File: config.mk
export PLATFORM = sky130hd
export DESIGN_NAME = piezo_arbiter
export DESIGN_NICKNAME = d
export VERILOG_FILES = /design/src/rtl/piezo_arbiter.sv
export SDC_FILE = /design/constraint.sdc
export NUM_CORES = 1
export LEC_CHECK = 0
export BUFFER_PORTS_ARGS = -buffer_cell sky130_fd_sc_hd__buf_2
export CORE_MARGIN = 3
export CORE_UTILIZATION = 45
export CTS_BUF_LIST = sky130_fd_sc_hd__clkbuf_2
export DETAILED_ROUTE_END_ITERATION = 10
export PLACE_DENSITY = 0.72
export REMOVE_ABC_BUFFERS = 1
export SYNTH_ARGS = -nofsm -noshare
export SYNTH_HDL_FRONTEND = slang
export SYNTH_SLANG_ARGS = --single-unit
File: constraint.sdc
create_clock -name clk -period 1.71 [get_ports clk]
set_input_delay 0.0855 -clock clk [delete_from_list [all_inputs] [get_ports clk]]
set_output_delay 0.0855 -clock clk [all_outputs]
set_load 0.01 [all_outputs]
File: src/rtl/piezo_arbiter.sv
// piezo_arbiter: shares one piezo bender among NUM_REQ tune players, one tune at a time.
// Define PIEZO_RR_EN for round-robin arbitration; default build is fixed priority (lowest index).
module piezo_arbiter #(
  parameter int unsigned NUM_REQ    = 3,
  parameter int unsigned FAST_SIM   = 1,
  parameter logic [26:0] GAP_CYCLES = 27'd2500000,
  parameter logic [26:0] TIMEOUT    = 27'd100000000
) (
  input  logic               clk,
  input  logic               rst,
  input  logic [NUM_REQ-1:0] req,
  input  logic [NUM_REQ-1:0] done,
  input  logic [NUM_REQ-1:0] piezo_in,
  output logic [NUM_REQ-1:0] go,
  output logic               piezo,
  output logic               piezo_n,
  output logic               busy,
  output logic [2:0]         grant_id,
  output logic               timeout_err
);

  typedef enum logic [1:0] {StIdle, StStart, StPlay, StGap} state_e;

  localparam logic [26:0] Step   = (FAST_SIM != 0) ? 27'd16 : 27'd1;
  localparam logic [26:0] CntMax = '1;

  state_e             state_q, state_d;
  logic [NUM_REQ-1:0] req_q, pend_q, pend_d, req_rise, pend_clr;
  logic [26:0]        cnt_q, cnt_d, cnt_inc;
  logic [2:0]         grant_q, grant_d, winner;
  logic               sel_in, sel_done;

  assign req_rise = req & ~req_q;
  assign pend_d   = (pend_q & ~pend_clr) | req_rise;
  assign cnt_inc  = (cnt_q > CntMax - Step) ? CntMax : cnt_q + Step;
  assign busy     = (state_q != StIdle);
  assign grant_id = grant_q;

  // Drive and done of the player named by the registered grant
  always_comb begin
    sel_in   = 1'b0;
    sel_done = 1'b0;
    for (int unsigned i = 0; i < NUM_REQ; i++) begin
      if (grant_q == 3'(i)) begin
        sel_in   = piezo_in[i];
        sel_done = done[i];
      end
    end
  end

`ifdef PIEZO_RR_EN
  // Smallest distance after the last grant wins
  always_comb begin
    int unsigned best;
    int unsigned dist;
    winner = '0;
    best   = NUM_REQ;
    dist   = 0;
    for (int unsigned i = 0; i < NUM_REQ; i++) begin
      dist = (i + NUM_REQ - 32'(grant_q) - 1) % NUM_REQ;
      if (pend_q[i] && (dist < best)) begin
        best   = dist;
        winner = 3'(i);
      end
    end
  end
`else
  always_comb begin
    winner = '0;
    for (int i = int'(NUM_REQ) - 1; i >= 0; i--) begin
      if (pend_q[i]) winner = 3'(i);
    end
  end
`endif

  always_comb begin
    state_d     = state_q;
    cnt_d       = cnt_q;
    grant_d     = grant_q;
    pend_clr    = '0;
    go          = '0;
    piezo       = 1'b0;
    piezo_n     = 1'b0;
    timeout_err = 1'b0;
    unique case (state_q)
      StIdle: begin
        if (pend_q != '0) begin
          grant_d = winner;
          state_d = StStart;
        end
      end
      StStart: begin
        for (int unsigned i = 0; i < NUM_REQ; i++) go[i] = (grant_q == 3'(i));
        pend_clr = go;
        cnt_d    = '0;
        state_d  = StPlay;
      end
      StPlay: begin
        piezo   = sel_in;
        piezo_n = ~sel_in;
        if (sel_done) begin
          state_d = StGap;
          cnt_d   = '0;
        end else if (cnt_q >= TIMEOUT) begin
          state_d     = StGap;
          cnt_d       = '0;
          timeout_err = 1'b1;
        end else begin
          cnt_d = cnt_inc;
        end
      end
      StGap: begin
        if (cnt_q >= GAP_CYCLES) begin
          state_d = StIdle;
          cnt_d   = '0;
        end else begin
          cnt_d = cnt_inc;
        end
      end
      default: state_d = StIdle;
    endcase
  end

  always_ff @(posedge clk) begin
    // Sampled during reset as well, so a request held high across reset is not seen as an edge
    req_q <= req;
    if (rst) begin
      state_q <= StIdle;
      pend_q  <= '0;
      cnt_q   <= '0;
      grant_q <= '0;
    end else begin
      state_q <= state_d;
      pend_q  <= pend_d;
      cnt_q   <= cnt_d;
      grant_q <= grant_d;
    end
  end

endmodule

==> results of run 1 <==
## cells in the final DEF (no fill, tap or decap), drive strengths merged, types with 6 or more instances in the layout
cell type	n
nand4	12
nand2	14
nor2	14
inv	11
nand3	17
o21a	6
and3	6
buf	102
and2	7
o21ai	16
dfxtp	37
nor3	24
a21oi	35
ha	8
## report_power, final
| group | internal [mW] | switching [mW] |
|---|---|---|
| registers | 0.911 | 0.0379 |
| clock network | 0.242 | 0.316 |
| logic | 0.655 | 0.888 |
| total | 1.81 | 1.24 |
## how the worst min path moves through the flow
stage,to,cells past startpoint,start
after detailed placement,req_q[0]$_DFF_P_,1,req[0]
final,state_q[1]$_SDFFE_PP0P_,3,rst
after floorplan,req_q[0]$_DFF_P_,0,req[0]
after CTS,pend_q[1]$_SDFF_PP0_,3,rst
after global routing,state_q[0]$_SDFFE_PP0P_,3,rst
after global placement,req_q[2]$_DFF_P_,1,req[2]
## critical path: cells and delay by family, from the launching register on
kind / cells / cell delay (ns)
DFF: 1 / 0.36
and+or+nand+nor: 4 / 0.99
buffers and inverters: 1 / 0.18
AOI/OAI and AO/OA: 2 / 0.37
## area by class of cell
type,instances,area (um2)
multi-input combinational,212,1620
fill,368,1400
timing repair buffer,105,787
sequential,37,756
tap,67,83.8
clock inverter,3,41.3
inverter,11,41.3
clock buffer,5,25.0
## flip-flops by register name (all words and copies together) (netlist names)
signal and flops:
state_q 2, req_q 3, pend_q 3, cnt_q 27
grant_id 2
## per-stage QoR
step           hold WS, ns  cells  setup WS [ns]
6_report            0.0802    440         -0.272
3_5_place_dp         0.207    419         -0.417
3_3_place_gp         0.204    419         -0.343
4_1_cts             0.0606    438         -0.281
5_1_grt             0.0663    440         -0.322
2_1_floorplan        0.113    256         -0.332
## what timing repair did
action,in CTS,in global routing
endpoints found under the setup margin,30,34
gates resized for setup,22,36
cloned,4,0
hold buffers,3,0
hold endpoints to repair,4,0
pin swaps,11,8
setup buffers,4,2
## kinds of logic (layout without fill, tap and decap cells)
| kind of cell | after synthesis | count (layout) |
|---|---|---|
| compound gates | 80 | 84 |
| fa+ha+maj | 8 | 8 |
| buf+inv | 30 | 124 |
| flops | 37 | 37 |
| mux | 2 | 2 |
| other cells | 1 | 1 |
| simple gates | 117 | 117 |
## per-layer routing
layer	vias to the layer above	share of wire
met3	18	0.070
met2	112	0.47
met1	1207	0.44
li1	1231	-
met4	0	0.020
met5	-	0
==> key figures, run 1 <==
Status
  – Outcome: finished, violations left
  – Failing checks: setup timing

Clocking
  – Clock-pin transition on the worst setup and hold timing paths: 0.20 ns
  – Clock Latency Late Sink: 0.42 ns
  – CTS buffer count: 5
  – CTS H-Tree Depth: 2
  – # clock sinks: 37
  – CTS tree: yes
  – CTS root buf: clkbuf_2
  – Worst-case clock buffer depth: 2

Placement
  – Placed wire-length estimate: 4.69 mm
  – Placement Cell Area: 2890 um2
  – PortBufs: 19
  – Routability congestion estimate: 0.952

Power and ir drop
  – Lkg Pwr: 1.37 nW
  – PwrDens: 909 nW/um2
  – Worst ir drop on vdd: 440 uV
  – Total power draw: 3.05 mW

Critical path
  – Most common cell on crit path: nor3_2
  – Crit path launch: cnt_q[1]$_SDFFE_PP0P_
  – Critical-path maximum fanout: 5
  – Critical path's slowest cell: or4b_4
  – Worst r2r src: cnt_q[1]$_SDFFE_PP0P_
  – Worst R2R Path Depth: 7
  – Critical path's largest stage delay: 0.55 ns
  – CP Launch Type: register
  – Crit path DAT: 2.32 ns
  – Crit. End Element: register
  – CP cell instances: or4b_4, nor3_4, a41oi_4, buf_12, o2bb2ai_4, nor3_2, nor3_2
  – R2R Path End: state_q[0]$_SDFFE_PP0P_
  – Worst setup path endpoint: state_q[0]$_SDFFE_PP0P_
  – Critical path required time: 2.05 ns
  – Crit path kind: reg2reg
  – R2r setup slk: -0.27 ns

Synthesis
  – Post-synthesis mux area share: 0.00895
  – Combinational family with the most area after synthesis: simple AND/OR/NAND/NOR gates
  – Post-synthesis cell type count: 52
  – Synth Instances: 275
  – Post-synth top area share: 0.331
  – Post-synthesis xor/xnor area fraction: 0
  – Synth area leader: dfxtp_1
  – Top_reg_cell synth: dfxtp_1
  – Number of flops mapped to enable cells by yosys: 0
  – Simple-Gate Fraction of Synth Area: 0.294
  – Post-synthesis sequential area ratio: 0.331
  – Post-synthesis compound-gate area fraction: 0.251
  – Syn Area/Cell: 8.13 um2
  – FFs w/ async S/R, synth: 0
  – Synth area leaders: dfxtp_1 33%, a21oi_1 7.4%, nor3_1 5.1%, ha_1 4.5%, nand3_1 3.6%
  – Yosys warnings: 0
  – Top post-synthesis cells by count: 37 x dfxtp_1, 33 x a21oi_1, 23 x nor3_1
  – Synth Area in Adders: 0.0448
  – Top-count cell post-synth: dfxtp_1
  – Mapped Area: 2240 um2
  – #FFs+latches synth: 37

Die
  – Initial Util: 0.470
  – Die area: 5850 um2
  – Die Span X: 76.5 um
  – Rows: 25
  – Die H: 76.5 um
  – Area of the core: 4750 um2
  – Ports: 21

Global route
  – Largest net degree at the start of global routing: 15
  – GRT Residual Overflow: 0
  – GR met2 Demand/Resource: 0.397
  – Initial antenna violation count: 0
  – Met1 Use GR: 0.334
  – Gr busiest metal: met2
  – Vias in the first global route: 2385
  – Met3 Usage GRT: 0.0426
  – All-Layer GR Usage: 0.247
  – First-pass GRT wire length: 11.7 mm

Timing
  – Final Skew: 0.0138 ns
  – Final min period: 1.98 ns
  – Fin Setup TNS: -6.64 ns
  – RSZ-0062 raised after global routing: yes
  – # setup viols final: 30
  – Final Max Tran Viols: 0
  – Fmax: 505 MHz
  – Endpoints failing hold: 0
  – Final WS setup: -0.272 ns
  – Final worst-path cycle share: 1.16

Drt
  – Via count: 2568
  – Routed len/inst: 16.4 um
  – Routed Antenna Nets: 0
  – Total Wirelength: 7.23 mm
  – Post-route DRC: 0
  – First-pass DRT Iterations: 5
  – Iteration-0 DRC Markers: 219
  – Vias per inst: 5.84

Cells and area
  – N_diodes: 0
  – Fin area: 3350 um2
  – Ratio of cells with drive above 1 in the final layout: 0.458
  – Final core occ: 0.705
  – Synth-to-Final Area Change: 50.0%
  – Layout Nets: 391

Hold path
  – HP Class: in2reg

Flow run
  – Max Cap Violations: 0
(Power assumes the default switching activity.)
==> inputs of run 2 (changes only) <==
- ABC_AREA: unset -> 1
- CTS_CLUSTER_DIAMETER: unset -> 120
- PLACE_DENSITY: 0.72 -> 0.71
==> run 2 against run 1 <==
Compared with the run above: clock skew increased by 0.0025 ns; synthesized cell count grew 58%; register-to-register slack better by 0.13 ns; sequential cell count stayed put; highest routed layer unchanged; largest cell class unchanged; the run still ends with setup timing left; non-clock buffer count is 44 lower; routed wire length is 3.6% higher; area after synthesis up 15%; critical path depth rose by 3.
==> key figures, run 2 <==
Clocking
  – CTS root buf: clkbuf_2
  – CTS buffer count: 5 (unchanged)
  – # clock sinks: 37 (unchanged)
  – Worst-case clock buffer depth: 2 (unchanged)
  – CTS tree: yes
  – CTS H-Tree Depth: 2 (unchanged)
  – Clock Latency Late Sink: 0.42 ns (about the same)
  – Clock-pin transition on the worst setup and hold timing paths: 0.19 ns (about the same)

Cells and area
  – Multi-input gate area: 1820 um2 (+12%)
  – Leading registers by flop count: cnt_q (27), pend_q (3), req_q (3)
  – Most common cell after layout, fill and taps aside: nand2_1
  – Most frequent cells in the layout: 113 x nand2_1, 54 x nor2_1, 45 x inv_1
  – Non-Filler Instances: 564 (+28%)
  – FF+latch area: 801 um2 (+6.0%)
  – Fin area: 3430 um2 (+2.2%)
  – Synth-to-Final Area Change: 33.5%
  – N_diodes: 0 (unchanged)
  – Layout Nets: 512 (+31%)
  – Largest reg by FF count: cnt_q
  – Max reg flops: 27 (unchanged)
  – Ratio of cells with drive above 1 in the final layout: 0.310 (-0.149)
  – Fillers: 500 (+36%)

Drt
  – Post-route DRC: 0 (unchanged)
  – First-pass DRT Iterations: 6 (+1)
  – Vias per inst: 5.22 (-11%)
  – Via count: 2943 (+15%)
  – Total Wirelength: 7.49 mm (+3.6%)
  – Iteration-0 DRC Markers: 255 (+16%)
  – Routed Antenna Nets: 0 (unchanged)
  – Routed len/inst: 13.3 um (-19%)

Synthesis
  – #FFs+latches synth: 37 (unchanged)
  – Synth area leader: dfxtp_1
  – Top post-synthesis cells by count: 121 x nand2_1, 65 x nor2_1, 53 x nand3_1
  – Post-synth top area share: 0.289 (-0.0426)
  – Number of flops mapped to enable cells by yosys: 0 (unchanged)
  – Synth Instances: 435 (+58%)
  – FFs w/ async S/R, synth: 0 (unchanged)
  – Synth area leaders: dfxtp_1 29%, nand2_1 18%, nand3_1 10%, nor2_1 9.5%, a21oi_1 8.2%
  – Post-synthesis sequential area ratio: 0.289 (-0.0426)
  – Post-synthesis cell type count: 29 (-44%)
  – Top_reg_cell synth: dfxtp_1
  – Top-count cell post-synth: nand2_1
  – Yosys warnings: 0 (unchanged)
  – Syn Area/Cell: 5.90 um2 (-27%)
  – Mapped Area: 2570 um2 (+15%)

Global route
  – Largest net degree at the start of global routing: 28 (+13)
  – Vias in the first global route: 2487 (+4.3%)
  – First-pass GRT wire length: 11.5 mm (-1.1%)
  – GRT Residual Overflow: 0 (unchanged)
  – Initial antenna violation count: 0 (unchanged)
  – All-Layer GR Usage: 0.222 (-0.0252)

Timing
  – Endpoints failing hold: 0 (unchanged)
  – # setup viols final: 28 (-6.7%)
  – Final worst-path cycle share: 1.08 (-0.0766)
  – Final WS setup: -0.141 ns (+0.131 ns)
  – RSZ-0062 raised after global routing: yes
  – Fmax: 540 MHz (+7.1%)
  – Final min period: 1.85 ns (-0.131 ns)
  – Final Max Tran Viols: 0 (unchanged)
  – Final Skew: 0.0164 ns (+0.00252 ns)

Critical path
  – Crit path kind: reg2reg
  – CP Launch Type: register
  – Worst r2r src: cnt_q[19]$_SDFFE_PP0P_
  – R2R Path End: cnt_q[10]$_SDFFE_PP0P_
  – Crit. End Element: register
  – R2r setup slk: -0.14 ns (+0.13 ns)
  – Worst R2R Path Depth: 10 (+3)
  – Critical-path maximum fanout: 7 (+2)
  – Critical path required time: 2.07 ns (+0.02 ns)
  – Crit path DAT: 2.21 ns (-0.11 ns)

Status
  – Outcome: finished, violations left
  – Failing checks: setup timing

Hold path
  – Hold Path Depth: 2 (-1)
  – HP Class: in2reg
  – Hold path startpoint: rst
  – Worst Hold Path EP: cnt_q[7]$_SDFFE_PP0P_

Power and ir drop
  – PwrDens: 678 nW/um2 (-25%)
  – Lkg Pwr: 1.34 nW (-2.5%)
  – Total power draw: 2.32 mW (-24%)
  – Worst ir drop on vdd: 645 uV (+47%)

Die
  – Die H: 81.5 um (+6.6%)
  – Die area: 6640 um2 (+14%)
  – Area of the core: 5300 um2 (+12%)
  – Die Span X: 81.5 um (+6.6%)
  – Initial Util: 0.484 (+0.0137)
  – Rows: 26 (+4.0%)
  – Ports: 21 (unchanged)

Placement
  – Placement Cell Area: 2900 um2 (+0.26%)
  – Placed Cells: 539 (+29%)
  – Place WS: -0.0526 ns (+0.365 ns)
  – Placed wire-length estimate: 4.69 mm (about the same)
  – PortBufs: 19 (unchanged)
  – Routability congestion estimate: 0.979 (+2.8%)

Flow run
  – Max Cap Violations: 0 (unchanged)
==> run 2: what timing repair did <==
action / CTS / global route
setup endpoints to repair: 28 / 30
resized for setup: 19 / 84
buffers inserted: 1 / 7
gates cloned: 2 / 5
hold endpoints to repair: 6 / 0
pin swaps: 1 / 17
hold buffers: 3 / 0
==> run 2: cells by family (layout without fill, tap and decap cells) <==
family,Yosys count,count (layout),share of synthesized area
other,1,1,0.00146
buffers and inverters,65,121,0.105
XOR/XNOR,2,2,0.00683
adder cells (fa/ha/maj),8,8,0.0390
AND/OR/NAND/NOR,261,264,0.437
AO/OA/AOI/OAI,61,61,0.122
flip-flops,37,37,0.289
==> run 2: cell type report <==
cell class | count | area share
clock inverter | 3 | 0.00365
multi-input combinational | 336 | 0.530
timing repair inverter | 1 | 0.00146
timing repair buffer | 61 | 0.140
inverter | 51 | 0.0584
clock buffer | 5 | 0.00730
tap | 70 | 0.0256
sequential | 37 | 0.234
==> run 2: per-stage QoR <==
| step | TNS (ns) | utilization | hold WS (ns) |
|---|---|---|---|
| 5_1_grt | -4.92 | 0.646 | 0.0914 |
| 3_3_place_gp | -0.368 | 0.547 | 0.202 |
| 2_1_floorplan | -3.68 | - | 0.113 |
| 3_5_place_dp | -0.842 | 0.547 | 0.205 |
| 4_1_cts | -0.163 | 0.573 | 0.0756 |
| 6_report | -2.90 | 0.646 | 0.0862 |
==> run 2: worst max path at each step <==
stage / to / depth (start not counted) / from
final: cnt_q[10]$_SDFFE_PP0P_ / 10 / cnt_q[19]$_SDFFE_PP0P_
after global routing: timeout_err / 7 / cnt_q[19]$_SDFFE_PP0P_
after CTS: timeout_err / 7 / cnt_q[19]$_SDFFE_PP0P_
after detailed placement: cnt_q[10]$_SDFFE_PP0P_ / 11 / cnt_q[4]$_SDFFE_PP0P_
after global placement: cnt_q[2]$_SDFFE_PP0P_ / 11 / cnt_q[4]$_SDFFE_PP0P_
after floorplan: cnt_q[0]$_SDFFE_PP0P_ / 7 / state_q[0]$_SDFFE_PP0P_
==> run 2: worst max-delay path, cell delays in order, from the launching register on <==
cell       delay, ns
dfxtp_4         0.38
buf_4           0.15
buf_6           0.12
nor2_4          0.10
o21ai_1         0.06
nor2_1          0.12
nand4_1         0.23
nand2_4         0.24
clkbuf_16       0.18
nand3_1         0.06
a21oi_1         0.15
==> run 2: per-layer routing <==
metal  global-route usage  part of all wire  vias to the layer above
met5                    0                 0                        -
met4               0.0828             0.031                        0
met3               0.0384             0.065                       25
met2                0.364              0.46                       96
met1                0.291              0.44                     1307
li1                     -                 -                     1515
==> run 2: power breakdown <==
group	switching [mW]	internal [mW]	total, mW
Clock	0.314	0.0894	0.403
Sequential	0.0425	0.887	0.930
Combinational	0.634	0.358	0.991
Total	0.990	1.33	2.32
==> inputs of run 3 (changes only) <==
- RECOVER_POWER: unset -> 100
==> run 3 against run 2 <==
Compared with the run above: the flow still finishes with violations (setup timing); final area shrank 0.40%; sequential share of layout area about the same; core utilization down 0.26 points; largest cell class unchanged; largest power group unchanged; highest routed layer unchanged.
==> key figures, run 3 (synthesized netlist as in run 2, its figures left out) <==
Cells and area
  – Layout Nets: 512 (unchanged)
  – Max reg flops: 27 (unchanged)
  – N_diodes: 0 (unchanged)
  – Most common cell after layout, fill and taps aside: nand2_1
  – Largest reg by FF count: cnt_q
  – Leading registers by flop count: cnt_q (27), pend_q (3), req_q (3)
  – Final core occ: 0.644 (-0.00259)
  – Synth-to-Final Area Change: 33.0%
  – Most frequent cells in the layout: 113 x nand2_1, 54 x nor2_1, 45 x inv_1
  – Ratio of cells with drive above 1 in the final layout: 0.294 (-0.0162)

Placement
  – Place WS: -0.0526 ns (unchanged)
  – Routability congestion estimate: 0.979 (unchanged)
  – PortBufs: 19 (unchanged)
  – Placed wire-length estimate: 4.69 mm (unchanged)

Timing
  – RSZ-0062 raised after global routing: yes
  – Fmax: 544 MHz (+0.68%)
  – WHS: 0.0937 ns (+0.00752 ns)
  – Final min period: 1.84 ns (-0.0125 ns)
  – Final Skew: 0.0166 ns (+0.000273 ns)
  – Final WS setup: -0.128 ns (+0.0125 ns)
  – Final worst-path cycle share: 1.07 (-0.00728)
  – Final Max Tran Viols: 0 (unchanged)
  – # setup viols final: 28 (unchanged)
  – Endpoints failing hold: 0 (unchanged)

Critical path
  – Critical path's largest stage delay: 0.38 ns (about the same)
  – R2r setup slk: -0.11 ns (+0.03 ns)
  – Crit path DAT: 1.75 ns (-0.46 ns)
  – Critical path required time: 1.62 ns (-0.45 ns)
  – Critical path's slowest cell: dfxtp_4
  – Critical-path maximum fanout: 2 (-5)
  – CP cell instances: buf_6, inv_4, nand4_1, nor2_2, nand3_2, a311oi_2, buf_2
  – Crit. End Element: output port
  – Crit path kind: reg2out
  – CP Launch Type: register

Drt
  – Total Wirelength: 7.48 mm (-0.15%)
  – Routed len/inst: 13.3 um (-0.15%)
  – Iteration-0 DRC Markers: 265 (+3.9%)
  – Post-route DRC: 0 (unchanged)
  – Vias per inst: 5.22 (unchanged)
  – Via count: 2943 (unchanged)
  – First-pass DRT Iterations: 4 (-2)
  – Routed Antenna Nets: 0 (unchanged)

Power and ir drop
  – PwrDens: 677 nW/um2 (-0.25%)
  – Total power draw: 2.31 mW (-0.65%)
  – Lkg Pwr: 1.31 nW (-1.9%)
  – Worst ir drop on vdd: 646 uV (+0.21%)

Clocking
  – CTS buffer count: 5 (unchanged)
  – CTS H-Tree Depth: 2 (unchanged)
  – CTS tree: yes
  – Worst-case clock buffer depth: 2 (unchanged)
  – # clock sinks: 37 (unchanged)
  – Clock Latency Late Sink: 0.41 ns (about the same)
  – Clock-pin transition on the worst setup and hold timing paths: 0.19 ns (about the same)
  – CTS root buf: clkbuf_2

Global route
  – Vias in the first global route: 2487 (unchanged)
  – Initial antenna violation count: 0 (unchanged)
  – Largest net degree at the start of global routing: 28 (unchanged)
  – GRT Residual Overflow: 0 (unchanged)
  – All-Layer GR Usage: 0.222 (unchanged)
  – First-pass GRT wire length: 11.5 mm (unchanged)

Die
  – Initial Util: 0.484 (unchanged)
  – Ports: 21 (unchanged)
  – Rows: 26 (unchanged)
  – Die Span X: 81.5 um (unchanged)
  – Die H: 81.5 um (unchanged)
  – Area of the core: 5300 um2 (unchanged)
  – Die area: 6640 um2 (unchanged)

Status
  – Failing checks: setup timing
  – Outcome: finished, violations left

Flow run
  – Max Cap Violations: 0 (unchanged)

Hold path
  – HP Class: in2reg
## run 3: cell type report
cell class,instances,area (um2)
fillers,505,1890
multi-input cells,336,1810
flip-flops and latches,37,798
repair buffers,61,474
inverters,51,200
well taps,70,87.6
clock buffers,5,25.0
clock inverters,3,12.5
repair inverters,1,5.00
## run 3: repair_timing
item,CTS,global route
setup buffers,1,7
cloned,2,5
hold buffers,3,0
setup endpoints to repair,28,30
gates resized for setup,19,84
endpoints found under the hold margin,6,0
pin swaps,1,17
## run 3: per-layer routing
layer	part of all wire	wire length, um	track usage	vias up
met3	0.060	451	0.0384	24
li1	-	-	-	1517
met1	0.44	3330	0.291	1310
met4	0.035	260	0.0828	0
met5	0	0	0	-
met2	0.46	3440	0.364	92
## run 3: worst paths after layout
check / from / end / depth (start not counted)
setup / recovery: cnt_q[19]$_SDFFE_PP0P_ / timeout_err / 7
hold / removal: rst / cnt_q[7]$_SDFFE_PP0P_ / 2
setup reg to reg: cnt_q[19]$_SDFFE_PP0P_ / cnt_q[10]$_SDFFE_PP0P_ / 10
hold reg to reg: cnt_q[0]$_SDFFE_PP0P_ / cnt_q[0]$_SDFFE_PP0P_ / 2
## run 3: critical path: cells and delay by family (launching register included)
kind | cells | cell delay [ns]
AND/OR/NAND/NOR | 3 | 0.38
flip-flops | 1 | 0.38
buffers and inverters | 3 | 0.33
AO/OA/AOI/OAI | 1 | 0.26
## run 3: through the flow
step	area [um2]	TNS, ns	instances
floorplan	2490	-3.68	421
global placement	2900	-0.368	539
detailed placement	2900	-0.842	539
CTS	3040	-0.163	553
global route	3410	-4.18	564
finish	3410	-2.17	564
## run 3: power by group
part | total (mW) | internal [mW] | switching (mW)
Sequential | 0.929 | 0.886 | 0.0429
Combinational | 0.982 | 0.350 | 0.632
Clock | 0.398 | 0.0895 | 0.309
Total | 2.31 | 1.33 | 0.984
